**config.mk**
```make
export PLATFORM = sky130hd
export DESIGN_NAME = mux_display_capture
export DESIGN_NICKNAME = d
export VERILOG_FILES = /design/src/rtl/display_pkg.sv /design/src/rtl/seg7_decode.sv /design/src/rtl/mux_display_capture.sv
export SDC_FILE = /design/constraint.sdc
export NUM_CORES = 1
export LEC_CHECK = 0
export BUFFER_PORTS_ARGS = -buffer_cell sky130_fd_sc_hd__buf_4
export CELL_PAD_IN_SITES_DETAIL_PLACEMENT = 0
export CELL_PAD_IN_SITES_GLOBAL_PLACEMENT = 1
export CORE_AREA = 2 2 121 123
export CTS_BUF_LIST = sky130_fd_sc_hd__clkbuf_4
export DETAILED_ROUTE_END_ITERATION = 12
export DIE_AREA = 0 0 123 125
export GPL_TIMING_DRIVEN = 0
export MAX_ROUTING_LAYER = met4
export PLACE_DENSITY = 0.58
export SLEW_MARGIN = 0
export SYNTH_ARGS = -nofsm -noshare
export SYNTH_HDL_FRONTEND = slang
export SYNTH_HIERARCHICAL = 1
export SYNTH_SLANG_ARGS = --single-unit
```
**constraint.sdc**
```tcl
create_clock -name clk -period 5.6 [get_ports clk]
set_input_delay 0.56 -clock clk [delete_from_list [all_inputs] [get_ports clk]]
set_output_delay 0.56 -clock clk [all_outputs]
set_load 0.05 [all_outputs]
```
**src/rtl/display_pkg.sv**
```systemverilog
// Shared constants for the multiplexed 7-segment display bus: active-low
// gfedcba glyphs for hex 0..F plus the idle (blank) bus values.
package display_pkg;

  localparam int NDIG = 4;

  localparam logic [6:0] SEG_0 = 7'b1000000;
  localparam logic [6:0] SEG_1 = 7'b1111001;
  localparam logic [6:0] SEG_2 = 7'b0100100;
  localparam logic [6:0] SEG_3 = 7'b0110000;
  localparam logic [6:0] SEG_4 = 7'b0011001;
  localparam logic [6:0] SEG_5 = 7'b0010010;
  localparam logic [6:0] SEG_6 = 7'b0000010;
  localparam logic [6:0] SEG_7 = 7'b1111000;
  localparam logic [6:0] SEG_8 = 7'b0000000;
  localparam logic [6:0] SEG_9 = 7'b0010000;
  localparam logic [6:0] SEG_A = 7'b0001000;
  localparam logic [6:0] SEG_B = 7'b0000011;
  localparam logic [6:0] SEG_C = 7'b1000110;
  localparam logic [6:0] SEG_D = 7'b0100001;
  localparam logic [6:0] SEG_E = 7'b0000110;
  localparam logic [6:0] SEG_F = 7'b0001110;

  localparam logic [6:0] SEG_BLANK   = 7'b1111111;
  localparam logic [3:0] ANODE_BLANK = 4'b1111;

endpackage

```
**src/rtl/seg7_decode.sv**
```systemverilog
// Combinational 7-segment glyph to hex decoder. Patterns that are not one of
// the sixteen hex glyphs decode as 4'hF with illegal set.
module seg7_decode
  import display_pkg::*;
(
  input  logic [6:0] seg_n,
  output logic [3:0] hex,
  output logic       illegal
);

  always_comb begin
    hex     = 4'hF;
    illegal = 1'b0;
    case (seg_n)
      SEG_0:   hex = 4'h0;
      SEG_1:   hex = 4'h1;
      SEG_2:   hex = 4'h2;
      SEG_3:   hex = 4'h3;
      SEG_4:   hex = 4'h4;
      SEG_5:   hex = 4'h5;
      SEG_6:   hex = 4'h6;
      SEG_7:   hex = 4'h7;
      SEG_8:   hex = 4'h8;
      SEG_9:   hex = 4'h9;
      SEG_A:   hex = 4'hA;
      SEG_B:   hex = 4'hB;
      SEG_C:   hex = 4'hC;
      SEG_D:   hex = 4'hD;
      SEG_E:   hex = 4'hE;
      SEG_F:   hex = 4'hF;
      default: illegal = 1'b1;
    endcase
  end

endmodule

```
**src/rtl/mux_display_capture.sv**
```systemverilog
// Receive side of a scanned 4-digit 7-segment bus: samples each settled dwell,
// rebuilds the displayed hex value and flags frame, order and pattern errors.
module mux_display_capture #(
  parameter int NDIG    = 4,
  parameter int SETTLE  = 4,
  parameter int TIMEOUT = 1024
) (
  input  logic                clk,
  input  logic                rst,
  input  logic [NDIG-1:0]     anode_n,
  input  logic [6:0]          seg_n,
  input  logic                clr,
  output logic [4*NDIG-1:0]   digits,
  output logic [NDIG-1:0]     seg_err,
  output logic                frame_valid,
  output logic                seq_err,
  output logic                onehot_err,
  output logic                stale
);

  import display_pkg::SEG_BLANK;

  localparam int SW = $clog2(SETTLE + 1);
  localparam int TW = $clog2(TIMEOUT + 1);

  logic [NDIG-1:0] anode_q, anode_d;
  logic [6:0]      seg_q, seg_d;
  logic [SW-1:0]   scnt;
  logic [TW-1:0]   tcnt;
  logic            lock;
  logic [1:0]      prev;
  logic [NDIG-1:0] seen;
  logic            chg, strobe, one_low, multi_low, capture;
  logic [1:0]      idx;
  logic [NDIG-1:0] idx_bit, seen_nxt;
  logic [3:0]      hex;
  logic            illegal;

  // Stage 0: bus input register plus a delayed copy for change detection
  always_ff @(posedge clk or posedge rst) begin
    if (rst) begin
      anode_q <= '1;
      anode_d <= '1;
      seg_q   <= SEG_BLANK;
      seg_d   <= SEG_BLANK;
    end else begin
      anode_q <= anode_n;
      anode_d <= anode_q;
      seg_q   <= seg_n;
      seg_d   <= seg_q;
    end
  end

  always_comb begin
    chg       = (anode_q != anode_d) || (seg_q != seg_d);
    strobe    = !chg && (scnt == SW'(SETTLE - 1));
    one_low   = ($countones(~anode_q) == 1);
    multi_low = ($countones(~anode_q) > 1);
    capture   = strobe && one_low;
    idx       = 2'd0;
    for (int i = 0; i < NDIG; i++)
      if (!anode_q[i]) idx = i[1:0];
    idx_bit   = NDIG'(1) << idx;
    seen_nxt  = seen | idx_bit;
  end

  seg7_decode u_dec (
    .seg_n   (seg_q),
    .hex     (hex),
    .illegal (illegal)
  );

  // Stage 1: settle counter; saturation limits sampling to once per dwell
  always_ff @(posedge clk or posedge rst) begin
    if (rst)
      scnt <= '0;
    else if (chg)
      scnt <= '0;
    else if (scnt != SW'(SETTLE))
      scnt <= scnt + 1'b1;
  end

  // Stage 2: capture, scan-order tracking and timeout
  always_ff @(posedge clk or posedge rst) begin
    if (rst) begin
      digits      <= '0;
      seg_err     <= '0;
      frame_valid <= 1'b0;
      seq_err     <= 1'b0;
      onehot_err  <= 1'b0;
      stale       <= 1'b0;
      tcnt        <= '0;
      lock        <= 1'b0;
      prev        <= 2'd0;
      seen        <= '0;
    end else begin
      frame_valid <= 1'b0;
      seq_err     <= 1'b0;

      if (strobe && multi_low)
        onehot_err <= 1'b1;
      else if (clr)
        onehot_err <= 1'b0;

      if (capture) begin
        digits[{idx, 2'b00} +: 4] <= hex;
        seg_err[idx]              <= illegal;
        prev                      <= idx;
        tcnt                      <= '0;
        stale                     <= 1'b0;
        if (!lock) begin
          lock <= 1'b1;
          seen <= idx_bit;
        end else if (idx == prev + 2'd1) begin
          // Only the 3->0 wrap opens a frame, so completion lands on digit 3
          if (idx == 2'd0)
            seen <= idx_bit;
          else if (seen_nxt == '1) begin
            frame_valid <= 1'b1;
            seen        <= '0;
          end else
            seen <= seen_nxt;
        end else begin
          seq_err <= 1'b1;
          seen    <= idx_bit;
        end
      end else begin
        if (tcnt != TW'(TIMEOUT))
          tcnt <= tcnt + 1'b1;
        if (tcnt == TW'(TIMEOUT - 1)) begin
          stale <= 1'b1;
          lock  <= 1'b0;
          seen  <= '0;
        end
      end
    end
  end

endmodule

```
* Word-level counts from Yosys, hierarchy flattened
Index checks and enable logic that the tools add are counted.
Storage, ports and cells: register bits after elaboration 67, input bits 14
Operators by class: add/subtract/negate cells 7, magnitude comparators 3, equality and inequality tests 24, shifts and indexed selects 3, mux-type cells 33, bitwise logic cells 2, reductions and logical operators 13
Operators by type and width (count):
- $pmux W4 S15 | 1
- $eq A32 B2 Y1 const B | 1
- $eq A7 B7 Y1 const B | 4
- $mux W4 | 6
- $mux W11 | 2
- $eq A7 B5 Y1 const B | 3
- $eq A7 B6 Y1 const B | 3
- $mux W1 | 17
- $bwmux W16 | 1
- $reduce_or A16 Y1 | 1
- $shift A4 B6 Y16 const A | 1
- $shiftx A4 B6 Y16 | 1
- $eq A7 B2 Y1 const B | 2
- $eq A7 B4 Y1 const B | 2
- $add A11 B1 Y11 const B | 1
- $eq A11 B10 Y1 const B | 1
- $ne A11 B11 Y1 const B | 1
- $reduce_bool A2 Y1 | 4
- $eq A7 B3 Y1 const B | 1
- $logic_not A7 Y1 | 1
- $ne A7 B7 Y1 | 1
- $mux W3 | 2
- $neg A4 Y6 | 1
- $add A1 B1 Y2 | 2
- other kinds (21) | 25

* Longest topological paths before layout
depth in word-level cells 11, depth in mapped cells 11, gate-level depth less buffers 10

* Modules after synthesis
Netlist, hierarchy kept.
Modules (own cells, without submodules):
- mux_display_capture | instances 1, cells each 236, area an instance 2966.6 µm², seq. area each 1704.1 µm²
- seg7_decode | instances 1, cells each 62, area an instance 474.2 µm², seq. area each 0.0 µm²

* Worst setup path before layout
Ideal clock, no wire load.
path type register -> register, start register anode_q[1], end register digits[10], setup time 0.125 ns, data arrival time 2.881 ns, data required time 5.475 ns, slack 2.594 ns, cell stages (with the launch flop) 12, buffers on the path 1, period minus slack after synthesis 3.006 ns, cells stage by stage dfstp_2 fa_1 inv_1 ha_1 inv_1 ha_1 nor3b_2 nand2_1 nor4_1 and2_1 buf_2 mux2_2
On the way: word-level cells in the longest chain between the ends 6
Ends and longest elaborated chain:
- start, declared | RTL line mux_display_capture.sv:26 | logic [NDIG-1:0] anode_q, anode_d;
- start signal, assigned | RTL line mux_display_capture.sv:47 | anode_q <= anode_n;
- $mux W1 | RTL line mux_display_capture.sv:62 | if (!anode_q[i]) idx = i[1:0];
- $mux W2 (2 in a row) | RTL line mux_display_capture.sv:62
- $neg A4 Y6 | RTL line mux_display_capture.sv:106 | digits[{idx, 2'b00} +: 4] <= hex;
- $shiftx A4 B6 Y16 or $shift A4 B6 Y16 (tied branches) | RTL line mux_display_capture.sv:106
- $bwmux W16 | RTL line mux_display_capture.sv:106
- end signal, assigned | RTL line mux_display_capture.sv:86 | digits <= '0;
- end signal, assigned by index | RTL line mux_display_capture.sv:106
- end, declared | RTL line mux_display_capture.sv:13 | output logic [4*NDIG-1:0] digits,
Parallel ways exist; a longest one is shown, timed or not. A chain may end at the register's enable or synchronous reset.

* Worst setup path in the final report
start register anode_q[1], end register seen[2]
On the way: word-level cells in the longest chain between the ends 11
Ends and longest elaborated chain:
- $mux W1 | RTL line mux_display_capture.sv:62
- $mux W2 (2 in a row) | RTL line mux_display_capture.sv:62
- $shl A1 B2 Y4 | RTL line mux_display_capture.sv:63 | idx_bit = NDIG'(1) << idx;
- $or A4 B4 Y4 | RTL line mux_display_capture.sv:64 | seen_nxt = seen | idx_bit;
- $eq A4 B4 Y1 | RTL line mux_display_capture.sv:118 | else if (seen_nxt == '1) begin
- $mux W4 | RTL line mux_display_capture.sv:118
- $mux W4 | RTL line mux_display_capture.sv:116 | if (idx == 2'd0)
- $mux W4 | RTL line mux_display_capture.sv:114 | end else if (idx == prev + 2'd1) begin
- $mux W4 | RTL line mux_display_capture.sv:111 | if (!lock) begin
- $mux W4 | RTL line mux_display_capture.sv:105 | if (capture) begin
- end signal, assigned | RTL line mux_display_capture.sv:113 | seen <= idx_bit;
- end signal, assigned | RTL line mux_display_capture.sv:117 | seen <= idx_bit;
- end signal, assigned | RTL line mux_display_capture.sv:122 | seen <= seen_nxt;
- end, declared | RTL line mux_display_capture.sv:32 | logic [NDIG-1:0] seen;
Parallel ways exist; a longest one is shown, timed or not.

==> summary.txt <==
drt total wl = 7.450 mm
Synth Warn # = 6
sequential area share after synthesis = 49.53%
Clock Skews = 0.01714 ns
WP data required = 5.95 ns
final setup fails = 0
sw frac = 26.08%
initial DRC count = 81
unrepaired setup endpoints after global routing = no
Via density = 4.535
ys flop type = dfrtp_1
DP Cell Count = 519
r2r worst-path depth = 10
Syn Nets = 322
Logic pwr share = 8.3%
CP Capture Type = flip-flop
core area = 14200 um^2
number of remaining DRC errors = 0
clock sink count = 67
pin count of the biggest net entering global routing = 68
unique cell type count in the Yosys netlist = 66
antenna violations before repair = 1
post-place setup slack = 2.155 ns
Hold Vio Cnt, Final = 0
post-CTS setup buffers = 0
H-tree depth = 3
maximum vdd drop = 0.00007552 V
Mapped Cells = 298
Hold Crit Class = in -> reg
fin cells = 536
Slew Limit Fails = 0
Max Fanout on Critical Path = 9
mean post-synth cell area = 11.55 um^2
synth top area cells = dfrtp_1 (33%), dfstp_2 (17%), mux2_2 (7.2%), xnor2_1 (3.6%), ha_1 (3.3%)
Final Cycle Share = 61.48%
hold buffers post-CTS = 0
Leak = 1.832 nW
post-route setup TNS = 0 ns
clock buffer depth = 2
number of synthesized register bits = 67
Post-synth top cells = dfrtp_1 (45), dfstp_2 (22), mux2_2 (22), nor2_1 (22), nand2_1 (15)
fraction of layout cells with a size suffix above 1 = 38.46%
number of synthesized flops with an enable pin = 0
first-pass GRT wire length = 12.78 mm
CTS buffer count = 9
Highest Clock Rate = 290.4 MHz
fill cell count = 1518
Synth area leader = dfrtp_1
overall routing resource usage = 10.88%
Die ar. = 15380 um^2
Util after Layout = 28.76%
placed cell area = 3951 um^2
boundary pin count = 38
port bufs = 37
Synth top area share = 32.73%
crit path DAT = 3.79 ns
Max Cap Viol = 0
Worst Max-Slew Pin Slew = 0.9494 ns
hold path cells = 1
ys async rst share = 100.0%
total congestion overflow = 0
Slew HR = 36.12%
Int Power = 0.6679 mW
Root Buffer = clkbuf_4
Clk pin slew, worst setup/hold paths = 0.12 ns
crit start category = flip-flop
critical path class = reg -> reg
part of the power in the clock network = 35.5%
PwrDens = 221.2 nW/um^2
vias in the first global route = 2523
Finished Cell Area = 4085 um^2
GP Congestion = 0.7842
final setup margin = 2.157 ns
Final ANT Viol Nets = 0
Worst-Skew Late Latency = 0.42 ns
Cell Rows = 44
TritonCTS clock tree = built
min cycle time layout = 3.443 ns
PostCTS Resize Cnt = 0
DP HPWL = 5.187 mm
Netlist Area Pre-Place = 3441 um^2
average wire per standard cell = 13.90 um
via count = 2431
net switching power = 0.2357 mW
Nets = 370
Flop pwr share = 56.2%
Die Ht = 125 um
count leader, synth = dfrtp_1
area grow syn2layout = 18.73%
Initial Util = 24.22%
drt pass-1 iters = 4
status = finished clean
die width = 123 um
[state kept, by name (all words and copies together), names as in the netlist, 2 cells and up]
| name | flops |
|---|---|
| tcnt | 11 |
| scnt | 3 |
| anode_q | 4 |
| anode_d | 4 |
| seg_d | 7 |
| seg_err | 4 |
| seg_q | 7 |
| digits | 16 |
| seen | 4 |
| prev | 2 |
[placed cells by master (no fill, tap or decap), types with 4 or more instances in the layout]
cell type	synthesis	layout
nand2_1	15	15
nand3b_1	6	6
nor2_1	22	22
nand4_1	5	5
nand3_1	13	13
ha_1	9	9
dfrtp_1	45	45
inv_1	14	13
dfstp_2	22	22
xor2_1	5	5
mux2_2	22	22
nor4_1	5	5
o21ai_0	9	9
clkbuf_4	0	10
o211ai_1	4	4
a21oi_1	11	11
buf_4	3	40
buf_2	6	6
xnor2_1	14	14
[logic make-up (layout without fill, tap and decap cells)]
kind of cell / count (synthesis) / after routing / share of synthesized area, %
other: 0 / 1 / 0
DFF: 67 / 67 / 49.53
AOI/OAI and AO/OA: 43 / 43 / 9.200
xor gates and xnor gates: 20 / 20 / 5.309
adders and majority gates: 10 / 10 / 3.855
buffers and inverters: 28 / 81 / 4.545
and+or+nand+nor: 108 / 108 / 20.36
muxes: 22 / 22 / 7.200
[worst paths after layout]
| path | start | slack, ns | end |
|---|---|---|---|
| max in group asynchronous | rst | 4.77 | scnt[0] |
| worst min register to register | anode_q[2] | 0.37 | anode_d[2] |
| worst max-delay path | anode_q[1] | 2.16 | seen[2] |
| worst min-delay path | seg_n[3] | 0.23 | seg_q[3] |
| worst max register to register | anode_q[1] | 2.16 | seen[2] |
| min in group asynchronous | rst | 0.30 | digits[1] |
[area by class of cell]
class	instances	area, um^2	area share, %
repair buffers	37	277.8	6.799
plain buffers	14	103.9	2.542
multi-input cells	203	1580	38.68
clock inverters	6	56.30	1.378
diodes	1	2.502	0.06126
clock buffers	10	75.07	1.838
well taps	184	230.2	5.636
flip-flops and latches	67	1704	41.72
inverters	14	55.05	1.348
[power by group through the flow]
stage	Sequential, mW	Combinational, mW	Clock (mW)
after floorplan	0.514	0.0555	0
after global placement	0.517	0.0749	0
after detailed placement	0.517	0.0762	0
after CTS	0.508	0.0766	0.336
after global routing	0.510	0.0851	0.357
final	0.508	0.0747	0.321
[per-stage QoR]
step | total power, mW | hold WS [ns]
floorplan | 0.5694 | 0.3604
global placement | 0.5917 | 0.3635
detailed placement | 0.5933 | 0.3649
CTS | 0.9212 | 0.2004
global route | 0.9520 | 0.2003
finish | 0.9036 | 0.2283
[critical path, cell delays in order (launching register included)]
cell and delay, ns:
dfstp_2 0.67, fa_1 0.44, inv_1 0.07, ha_1 0.16, inv_1 0.06, ha_1 0.28
nor3b_2 0.32, nand2_1 0.18, nor4_1 0.85, nand4_1 0.21, o211ai_1 0.14
[routing by layer]
| layer | part of all wire (%) | wire length [um] | global-route usage (%) |
|---|---|---|---|
| met4 | 1.5 | 112 | 4.612 |
| met3 | 4.7 | 348 | 2.692 |
| met2 | 46 | 3448 | 16.09 |
| met1 | 48 | 3541 | 14.13 |
| met5 | 0 | 0 | - |
(Power assumes the default switching activity.)
